## src/rtl/wb_host_master_if.sv

```systemverilog
// Command/response stream and Wishbone bus bundle for the host master.
// The master modport is the host-master view; slave is the environment view.
`timescale 1ns/1ps
interface wb_host_master_if;
   logic        cmd_valid_i;
   logic        cmd_ready_o;
   logic        cmd_we_i;
   logic [9:0]  cmd_adr_i;
   logic [3:0]  cmd_sel_i;
   logic [31:0] cmd_wdata_i;

   logic        rsp_valid_o;
   logic        rsp_ready_i;
   logic [31:0] rsp_rdata_o;
   logic        rsp_err_o;
   logic        rsp_timeout_o;

   logic [9:0]  wb_adr_o;
   logic [31:0] wb_dat_o;
   logic [31:0] wb_dat_i;
   logic [3:0]  wb_sel_o;
   logic        wb_we_o;
   logic        wb_cyc_o;
   logic        wb_stb_o;
   logic        wb_ack_i;
   logic        wb_err_i;

   modport master (
      input  cmd_valid_i, cmd_we_i, cmd_adr_i, cmd_sel_i, cmd_wdata_i,
      output cmd_ready_o,
      output rsp_valid_o, rsp_rdata_o, rsp_err_o, rsp_timeout_o,
      input  rsp_ready_i,
      output wb_adr_o, wb_dat_o, wb_sel_o, wb_we_o, wb_cyc_o, wb_stb_o,
      input  wb_dat_i, wb_ack_i, wb_err_i
   );

   modport slave (
      output cmd_valid_i, cmd_we_i, cmd_adr_i, cmd_sel_i, cmd_wdata_i,
      input  cmd_ready_o,
      input  rsp_valid_o, rsp_rdata_o, rsp_err_o, rsp_timeout_o,
      output rsp_ready_i,
      input  wb_adr_o, wb_dat_o, wb_sel_o, wb_we_o, wb_cyc_o, wb_stb_o,
      output wb_dat_i, wb_ack_i, wb_err_i
   );
endinterface

```

## src/rtl/wb_host_master.sv

```systemverilog
// Wishbone classic single-cycle host master: one command in, one bus cycle,
// one response out, with optional wait timeout and a registered interrupt edge.
`timescale 1ns/1ps
module wb_host_master #(
   parameter  int TIMEOUT_CYCLES = 256,
   localparam int CNT_W = ($clog2(TIMEOUT_CYCLES + 1) < 1) ? 1 : $clog2(TIMEOUT_CYCLES + 1)
) (
   input  logic                  wb_clk_i,
   input  logic                  wb_rst_i,
   wb_host_master_if.master      bus,
   input  logic                  int_i,
   output logic                  irq_o,
   output logic                  irq_rise_o
);

   typedef enum logic [1:0] {IDLE, BUS, RESP} state_e;

   localparam bit             TO_EN   = (TIMEOUT_CYCLES != 0);
   localparam logic [CNT_W-1:0] TO_LAST = CNT_W'((TIMEOUT_CYCLES == 0) ? 0 : TIMEOUT_CYCLES - 1);

   state_e           state_q, state_d;
   logic [9:0]       wb_adr_q, wb_adr_d;
   logic [31:0]      wb_dat_q, wb_dat_d;
   logic [3:0]       wb_sel_q, wb_sel_d;
   logic             wb_we_q, wb_we_d;
   logic             wb_cyc_q, wb_cyc_d;
   logic [CNT_W-1:0] cnt_q, cnt_d;
   logic             rsp_valid_q, rsp_valid_d;
   logic [31:0]      rsp_rdata_q, rsp_rdata_d;
   logic             rsp_err_q, rsp_err_d;
   logic             rsp_timeout_q, rsp_timeout_d;
   logic             irq_q, irq_d;
   logic             irq_rise_q, irq_rise_d;

   always_comb begin
      state_d       = state_q;
      wb_adr_d      = wb_adr_q;
      wb_dat_d      = wb_dat_q;
      wb_sel_d      = wb_sel_q;
      wb_we_d       = wb_we_q;
      wb_cyc_d      = wb_cyc_q;
      cnt_d         = cnt_q;
      rsp_valid_d   = rsp_valid_q;
      rsp_rdata_d   = rsp_rdata_q;
      rsp_err_d     = rsp_err_q;
      rsp_timeout_d = rsp_timeout_q;

      unique case (state_q)
         IDLE: begin
            if (bus.cmd_valid_i) begin
               wb_adr_d = bus.cmd_adr_i;
               wb_dat_d = bus.cmd_wdata_i;
               wb_sel_d = bus.cmd_sel_i;
               wb_we_d  = bus.cmd_we_i;
               wb_cyc_d = 1'b1;
               cnt_d    = '0;
               state_d  = BUS;
            end
         end
         BUS: begin
            // err wins over a simultaneous ack; timeout only when the slave is silent
            if (bus.wb_err_i || bus.wb_ack_i || (TO_EN && cnt_q == TO_LAST)) begin
               wb_cyc_d    = 1'b0;
               wb_we_d     = 1'b0;
               rsp_valid_d = 1'b1;
               state_d     = RESP;
               if (bus.wb_err_i) begin
                  rsp_err_d   = 1'b1;
                  rsp_rdata_d = '0;
               end else if (bus.wb_ack_i) begin
                  rsp_err_d   = 1'b0;
                  rsp_rdata_d = wb_we_q ? 32'h0 : bus.wb_dat_i;
               end else begin
                  rsp_err_d     = 1'b1;
                  rsp_timeout_d = 1'b1;
                  rsp_rdata_d   = '0;
               end
            end else begin
               cnt_d = cnt_q + CNT_W'(1);
            end
         end
         RESP: begin
            if (bus.rsp_ready_i) begin
               rsp_valid_d   = 1'b0;
               rsp_rdata_d   = '0;
               rsp_err_d     = 1'b0;
               rsp_timeout_d = 1'b0;
               state_d       = IDLE;
            end
         end
         default: state_d = IDLE;
      endcase
   end

   always_comb begin
      irq_d      = int_i;
      irq_rise_d = int_i & ~irq_q;
   end

   always_ff @(posedge wb_clk_i or negedge wb_rst_i) begin
      if (!wb_rst_i) begin
         state_q       <= IDLE;
         wb_adr_q      <= '0;
         wb_dat_q      <= '0;
         wb_sel_q      <= '0;
         wb_we_q       <= 1'b0;
         wb_cyc_q      <= 1'b0;
         cnt_q         <= '0;
         rsp_valid_q   <= 1'b0;
         rsp_rdata_q   <= '0;
         rsp_err_q     <= 1'b0;
         rsp_timeout_q <= 1'b0;
         irq_q         <= 1'b0;
         irq_rise_q    <= 1'b0;
      end else begin
         state_q       <= state_d;
         wb_adr_q      <= wb_adr_d;
         wb_dat_q      <= wb_dat_d;
         wb_sel_q      <= wb_sel_d;
         wb_we_q       <= wb_we_d;
         wb_cyc_q      <= wb_cyc_d;
         cnt_q         <= cnt_d;
         rsp_valid_q   <= rsp_valid_d;
         rsp_rdata_q   <= rsp_rdata_d;
         rsp_err_q     <= rsp_err_d;
         rsp_timeout_q <= rsp_timeout_d;
         irq_q         <= irq_d;
         irq_rise_q    <= irq_rise_d;
      end
   end

   assign bus.cmd_ready_o   = (state_q == IDLE);
   assign bus.rsp_valid_o   = rsp_valid_q;
   assign bus.rsp_rdata_o   = rsp_rdata_q;
   assign bus.rsp_err_o     = rsp_err_q;
   assign bus.rsp_timeout_o = rsp_timeout_q;
   assign bus.wb_adr_o      = wb_adr_q;
   assign bus.wb_dat_o      = wb_dat_q;
   assign bus.wb_sel_o      = wb_sel_q;
   assign bus.wb_we_o       = wb_we_q;
   assign bus.wb_cyc_o      = wb_cyc_q;
   assign bus.wb_stb_o      = wb_cyc_q;
   assign irq_o             = irq_q;
   assign irq_rise_o        = irq_rise_q;

endmodule

```

## src/flat_wrapper.sv

```systemverilog
// flat-port wrapper written by rule: the top's interface ports become plain ports
module wb_host_master_flat 
#(
   parameter  int TIMEOUT_CYCLES = 256,
   localparam int CNT_W = ($clog2(TIMEOUT_CYCLES + 1) < 1) ? 1 : $clog2(TIMEOUT_CYCLES + 1)
)
  (wb_clk_i, wb_rst_i, int_i, irq_o, irq_rise_o, bus_cmd_valid_i, bus_cmd_we_i, bus_cmd_adr_i, bus_cmd_sel_i, bus_cmd_wdata_i, bus_cmd_ready_o, bus_rsp_valid_o, bus_rsp_rdata_o, bus_rsp_err_o, bus_rsp_timeout_o, bus_rsp_ready_i, bus_wb_adr_o, bus_wb_dat_o, bus_wb_sel_o, bus_wb_we_o, bus_wb_cyc_o, bus_wb_stb_o, bus_wb_dat_i, bus_wb_ack_i, bus_wb_err_i);
  wb_host_master_if bus_i ();
  input  logic wb_clk_i;
  input  logic wb_rst_i;
  input  logic int_i;
  output logic irq_o;
  output logic irq_rise_o;
  input wire logic [$bits(bus_i.cmd_valid_i)-1:0] bus_cmd_valid_i;
  input wire logic [$bits(bus_i.cmd_we_i)-1:0] bus_cmd_we_i;
  input wire logic [$bits(bus_i.cmd_adr_i)-1:0] bus_cmd_adr_i;
  input wire logic [$bits(bus_i.cmd_sel_i)-1:0] bus_cmd_sel_i;
  input wire logic [$bits(bus_i.cmd_wdata_i)-1:0] bus_cmd_wdata_i;
  output wire logic [$bits(bus_i.cmd_ready_o)-1:0] bus_cmd_ready_o;
  output wire logic [$bits(bus_i.rsp_valid_o)-1:0] bus_rsp_valid_o;
  output wire logic [$bits(bus_i.rsp_rdata_o)-1:0] bus_rsp_rdata_o;
  output wire logic [$bits(bus_i.rsp_err_o)-1:0] bus_rsp_err_o;
  output wire logic [$bits(bus_i.rsp_timeout_o)-1:0] bus_rsp_timeout_o;
  input wire logic [$bits(bus_i.rsp_ready_i)-1:0] bus_rsp_ready_i;
  output wire logic [$bits(bus_i.wb_adr_o)-1:0] bus_wb_adr_o;
  output wire logic [$bits(bus_i.wb_dat_o)-1:0] bus_wb_dat_o;
  output wire logic [$bits(bus_i.wb_sel_o)-1:0] bus_wb_sel_o;
  output wire logic [$bits(bus_i.wb_we_o)-1:0] bus_wb_we_o;
  output wire logic [$bits(bus_i.wb_cyc_o)-1:0] bus_wb_cyc_o;
  output wire logic [$bits(bus_i.wb_stb_o)-1:0] bus_wb_stb_o;
  input wire logic [$bits(bus_i.wb_dat_i)-1:0] bus_wb_dat_i;
  input wire logic [$bits(bus_i.wb_ack_i)-1:0] bus_wb_ack_i;
  input wire logic [$bits(bus_i.wb_err_i)-1:0] bus_wb_err_i;
  assign bus_i.cmd_valid_i = bus_cmd_valid_i;
  assign bus_i.cmd_we_i = bus_cmd_we_i;
  assign bus_i.cmd_adr_i = bus_cmd_adr_i;
  assign bus_i.cmd_sel_i = bus_cmd_sel_i;
  assign bus_i.cmd_wdata_i = bus_cmd_wdata_i;
  assign bus_cmd_ready_o = bus_i.cmd_ready_o;
  assign bus_rsp_valid_o = bus_i.rsp_valid_o;
  assign bus_rsp_rdata_o = bus_i.rsp_rdata_o;
  assign bus_rsp_err_o = bus_i.rsp_err_o;
  assign bus_rsp_timeout_o = bus_i.rsp_timeout_o;
  assign bus_i.rsp_ready_i = bus_rsp_ready_i;
  assign bus_wb_adr_o = bus_i.wb_adr_o;
  assign bus_wb_dat_o = bus_i.wb_dat_o;
  assign bus_wb_sel_o = bus_i.wb_sel_o;
  assign bus_wb_we_o = bus_i.wb_we_o;
  assign bus_wb_cyc_o = bus_i.wb_cyc_o;
  assign bus_wb_stb_o = bus_i.wb_stb_o;
  assign bus_i.wb_dat_i = bus_wb_dat_i;
  assign bus_i.wb_ack_i = bus_wb_ack_i;
  assign bus_i.wb_err_i = bus_wb_err_i;
  wb_host_master #(.TIMEOUT_CYCLES(TIMEOUT_CYCLES)) u_core (.wb_clk_i(wb_clk_i), .wb_rst_i(wb_rst_i), .bus(bus_i), .int_i(int_i), .irq_o(irq_o), .irq_rise_o(irq_rise_o));
endmodule
```

## config.mk

```make
export PLATFORM = sky130hd
export DESIGN_NAME = wb_host_master_flat
export DESIGN_NICKNAME = d
export VERILOG_FILES = /design/src/rtl/wb_host_master_if.sv /design/src/rtl/wb_host_master.sv /design/src/flat_wrapper.sv
export SDC_FILE = /design/constraint.sdc
export NUM_CORES = 1
export LEC_CHECK = 0
export BUFFER_PORTS_ARGS = -buffer_cell sky130_fd_sc_hd__buf_2
export CAP_MARGIN = 20
export CORE_MARGIN = 2
export CORE_UTILIZATION = 47
export DETAILED_ROUTE_END_ITERATION = 16
export GPL_ROUTABILITY_DRIVEN = 0
export PLACE_DENSITY = 0.84
export SETUP_SLACK_MARGIN = 0.5
export SYNTH_ARGS = -nofsm -noshare
export SYNTH_HDL_FRONTEND = slang
export SYNTH_SLANG_ARGS = --single-unit
```

## constraint.sdc

```tcl
create_clock -name wb_clk_i -period 2.85 [get_ports wb_clk_i]
set_input_delay 0 -clock wb_clk_i [delete_from_list [all_inputs] [get_ports wb_clk_i]]
set_output_delay 0 -clock wb_clk_i [all_outputs]
set_load 0.005 [all_outputs]
```

==> summary.md <==
| Metric | Value |
|---|---|
| Detailed Place HPWL | 6600 um |
| Largest net degree at the start of global routing | slightly above 60 |
| R2R cell count | 8 |
| Internal power | 3.12 mW |
| R2r endpoint | u_core.cnt_q[8] |
| Kind of critical path | flop to flop |
| Number of buffers created by CTS | 9 |
| Final Skew | around 0.018 ns |
| Sw Share | between 30 and 40% |
| Die W | 94.5 um |
| Post-layout min period | around 2.2 ns |
| Final Non-Filler Cells | between 700 and 800 |
| Logic pwr share | a little over a third |
| Antenna cell count | 0 |
| Headroom to the max-slew limit | 49.1% |
| Clk Latency, worst-skew pair | about 0.35 ns |
| Clk pwr share | roughly 18% |
| Net Switching | roughly 1.8 mW |
| Startpoint Class | flop |
| CP Data Required Time | roughly 3.1 ns |
| Drt total wl | between 10,000 and 15,000 um |
| RSZ-0062 raised after global routing | true |
| Final worst slack | approximately 0.61 ns |
| GRT Overall Usage | 25.8% |
| Synth top area share | 62.4% |
| Setup crit start | u_core.cnt_q[0] |
| DP Worst Slack | around 0.63 ns |
| Drc violations | 0 |
| Max-slew violation count | 0 |
| Worst-Margin Slew | 0.764 ns |
| Syn Area/Cell | about 10 um2 |
| Clk slew on worst S/H paths | 0.09 ns |
| Post-synthesis cell area | 3850 um2 |
| Final period util | between 70% and 80% |
| Sequential share of power | between 40 and 50% |
| Simple-Gate Fraction of Synth Area | 20.4% |
| Gate Count Post-Synth | about 370 |
| Hold_sp | bus_cmd_valid_i |
| Post-Syn Nets | about 460 |
| Worst hold endpoint | u_core.bus.wb_we_o |
| Synth top area cells | dfrtp_1 62%, nand2_1 14%, a22o_1 8.0% |
| EDFF count, synth | 0 |
| CTS tree | built |
| Asr flop ratio synth | 100% |
| R2R Setup Slk | 0.61 ns |
| Ys flop type | dfrtp_1 |
| Post-DR wirelength/cell | roughly 16 um |
| Top post-synthesis cells by count | 148 x nand2_1, 96 x dfrtp_1, 35 x a22o_1 |
| Fmax | approximately 0.45 GHz |
| Max Cap Viol | 0 |
| Sum Neg Setup Slack | 0 ns |
| Fin nets | a little over 700 |
| First-pass GRT wire length | between 15,000 and 20,000 um |
| Initial DRC Count | 127 |
| Top-count cell post-synth | nand2_1 |
| Final Setup Violations | 0 |
| Die Ht | about 95 um |
| CTS max path bufs | 2 |
| Final ANT Viol Nets | 0 |
| Site Rows | 33 |
| Initial Util | a little under half |
| Ports | 173 |
| Vias in the first global route | 3,734 |
| Grt total ovfl | 0 |
| Post-Synth XOR/XNOR Area | less than 1% |
| Register bit count reported by yosys | 96 |
| Initial antenna violation count | 0 |
| H-Tree Depth | 3 |
| YS warnings | 0 |
| Final Hold Viols | 0 |
| Share of layout cells above drive strength 1 | roughly a third |
| Synth Area in Adders | less than 1% |
| Routed vias | 3,695 |
| P&R area growth vs syn | 50.2% |
| Critical-path maximum fanout | 8 |
| Placeable Area | between 8000 and 9000 um2 |
| Min-delay worst type | primary input to flop |
| FF-to-FF Start | u_core.cnt_q[0] |
| Sequential share of the synthesized area | slightly above 60% |
| Avg Vias per Cell | 5.08 |
| Status | finished clean |
| IO Port Bufs | 172 |
| Synth Area in Compound Gates | ~11% |
| Postcts setup bufs | 0 |
| Placed cells | between 600 and 700 |
| Sink Count | between 90 and 100 |
| Worst vdd ir | roughly 0.00048 V |
| Leakage | about 3.1 nW |
| Crit. End Element | flop |
| Post-synthesis mux area share | 0.260% |
| Worst Path Arrival | about 2.5 ns |
| Min-Delay Path Depth | 3 |
| Detailed Routing Iterations Pass 1 | 4 |
| Largest family of logic cells by synthesized area | simple AND/OR/NAND/NOR gates |
| Die area | 8940 um2 |
| Pwr Density | 844 nW/um2 |
| Cell taking the most area after synthesis | dfrtp_1 |
| Unique masters post-synth | 33 |
| Root Buffer Master | clkbuf_8 |
## area by class of cell
class | instances | area [um2]
multi-input cells | 243 | 1280
well taps | 105 | 131
repair buffers | 263 | 1760
clock buffers | 9 | 124
clock inverters | 6 | 68.8
fillers | 545 | 2300
flip-flops and latches | 96 | 2400
inverters | 5 | 18.8
## layer usage
layer  track usage [%]  part of all wire [%]  routed length (um)  up-vias
met5                 0                     0                   0        -
met4              9.18                   1.7                 197        0
met3              7.18                   9.2                1060       20
met2              45.6                    50                5820      193
met1              30.3                    39                4460     1781
li1                  -                     -                   -     1701
## flip-flops by register name, indices dropped and copies added (netlist names), 2 cells and up
| name | count |
|---|---|
| u_core.bus.rsp_rdata_o | 32 |
| u_core.bus.wb_adr_o | 10 |
| u_core.bus.wb_sel_o | 4 |
| u_core.state_q | 2 |
| u_core.cnt_q | 9 |
| u_core.bus.wb_dat_o | 32 |
## stage by stage
stage	utilization [%]	power (mW)	cell area (um2)	hold slack (ns)
after global routing	71.5	5.23	5790	0.0244
after detailed placement	58.8	3.87	4760	0.127
after floorplan	-	3.08	3850	-0.296
final	71.5	4.88	5790	0.0345
after global placement	58.8	3.78	4760	0.111
after CTS	71.5	4.84	5780	0.00707
## layout by cell type (no fill, tap or decap), types with 2 or more instances in the layout
master and instances:
buf_2 171, nand2_1 148, dfrtp_1 96, dlygate4sd3_1 83
a22o_1 35, nor2_1 14, clkbuf_8 9, buf_4 8
inv_1 5, nand3_1 4, a21oi_1 4, o21ai_0 4
clkinvlp_4 4, nor2b_1 3, nand2b_1 3, nor3_2 3
or3_1 3, xnor2_1 3, o21ai_1 2, ha_1 2
## critical path, cell delays in order, from the launching register on
cell and delay [ns]:
dfrtp_1 0.42, ha_1 0.23, nand3_1 0.16, nor3_1 0.08, ha_1 0.22, or3_1 0.50
or3_1 0.37, o21ai_1 0.08, a22o_1 0.13
## power by group through the flow
stage	registers (mW)	clock network, mW	logic, mW
after floorplan	2.24	0	0.836
after global placement	2.20	0	1.59
after global routing	2.29	0.952	1.99
final	2.23	0.875	1.78
after detailed placement	2.21	0	1.66
after CTS	2.20	0.894	1.74
## cell families (layout without fill, tap and decap cells)
kind of cell	Yosys count	in the layout
simple gates	184	184
flops	96	96
compound gates	53	53
buf+inv	28	283
xor+xnor	3	3
fa+ha+maj	2	2
mux	1	1
## worst max path at each step
stage	endpoint	slack, ns
after floorplan	u_core.cnt_q[8]	0.85
after global placement	u_core.cnt_q[8]	0.73
after detailed placement	u_core.cnt_q[8]	0.63
after CTS	u_core.cnt_q[8]	0.61
after global routing	u_core.bus.rsp_rdata_o[0]	0.46
final	u_core.cnt_q[8]	0.61
## timing repair
action | 4_1_cts | 5_1_grt
hold buffers | 83 | 0
setup endpoints to repair | 0 | 36
hold endpoints to repair | 143 | 0
resized for setup | 0 | 1
(Power assumes the default switching activity.)
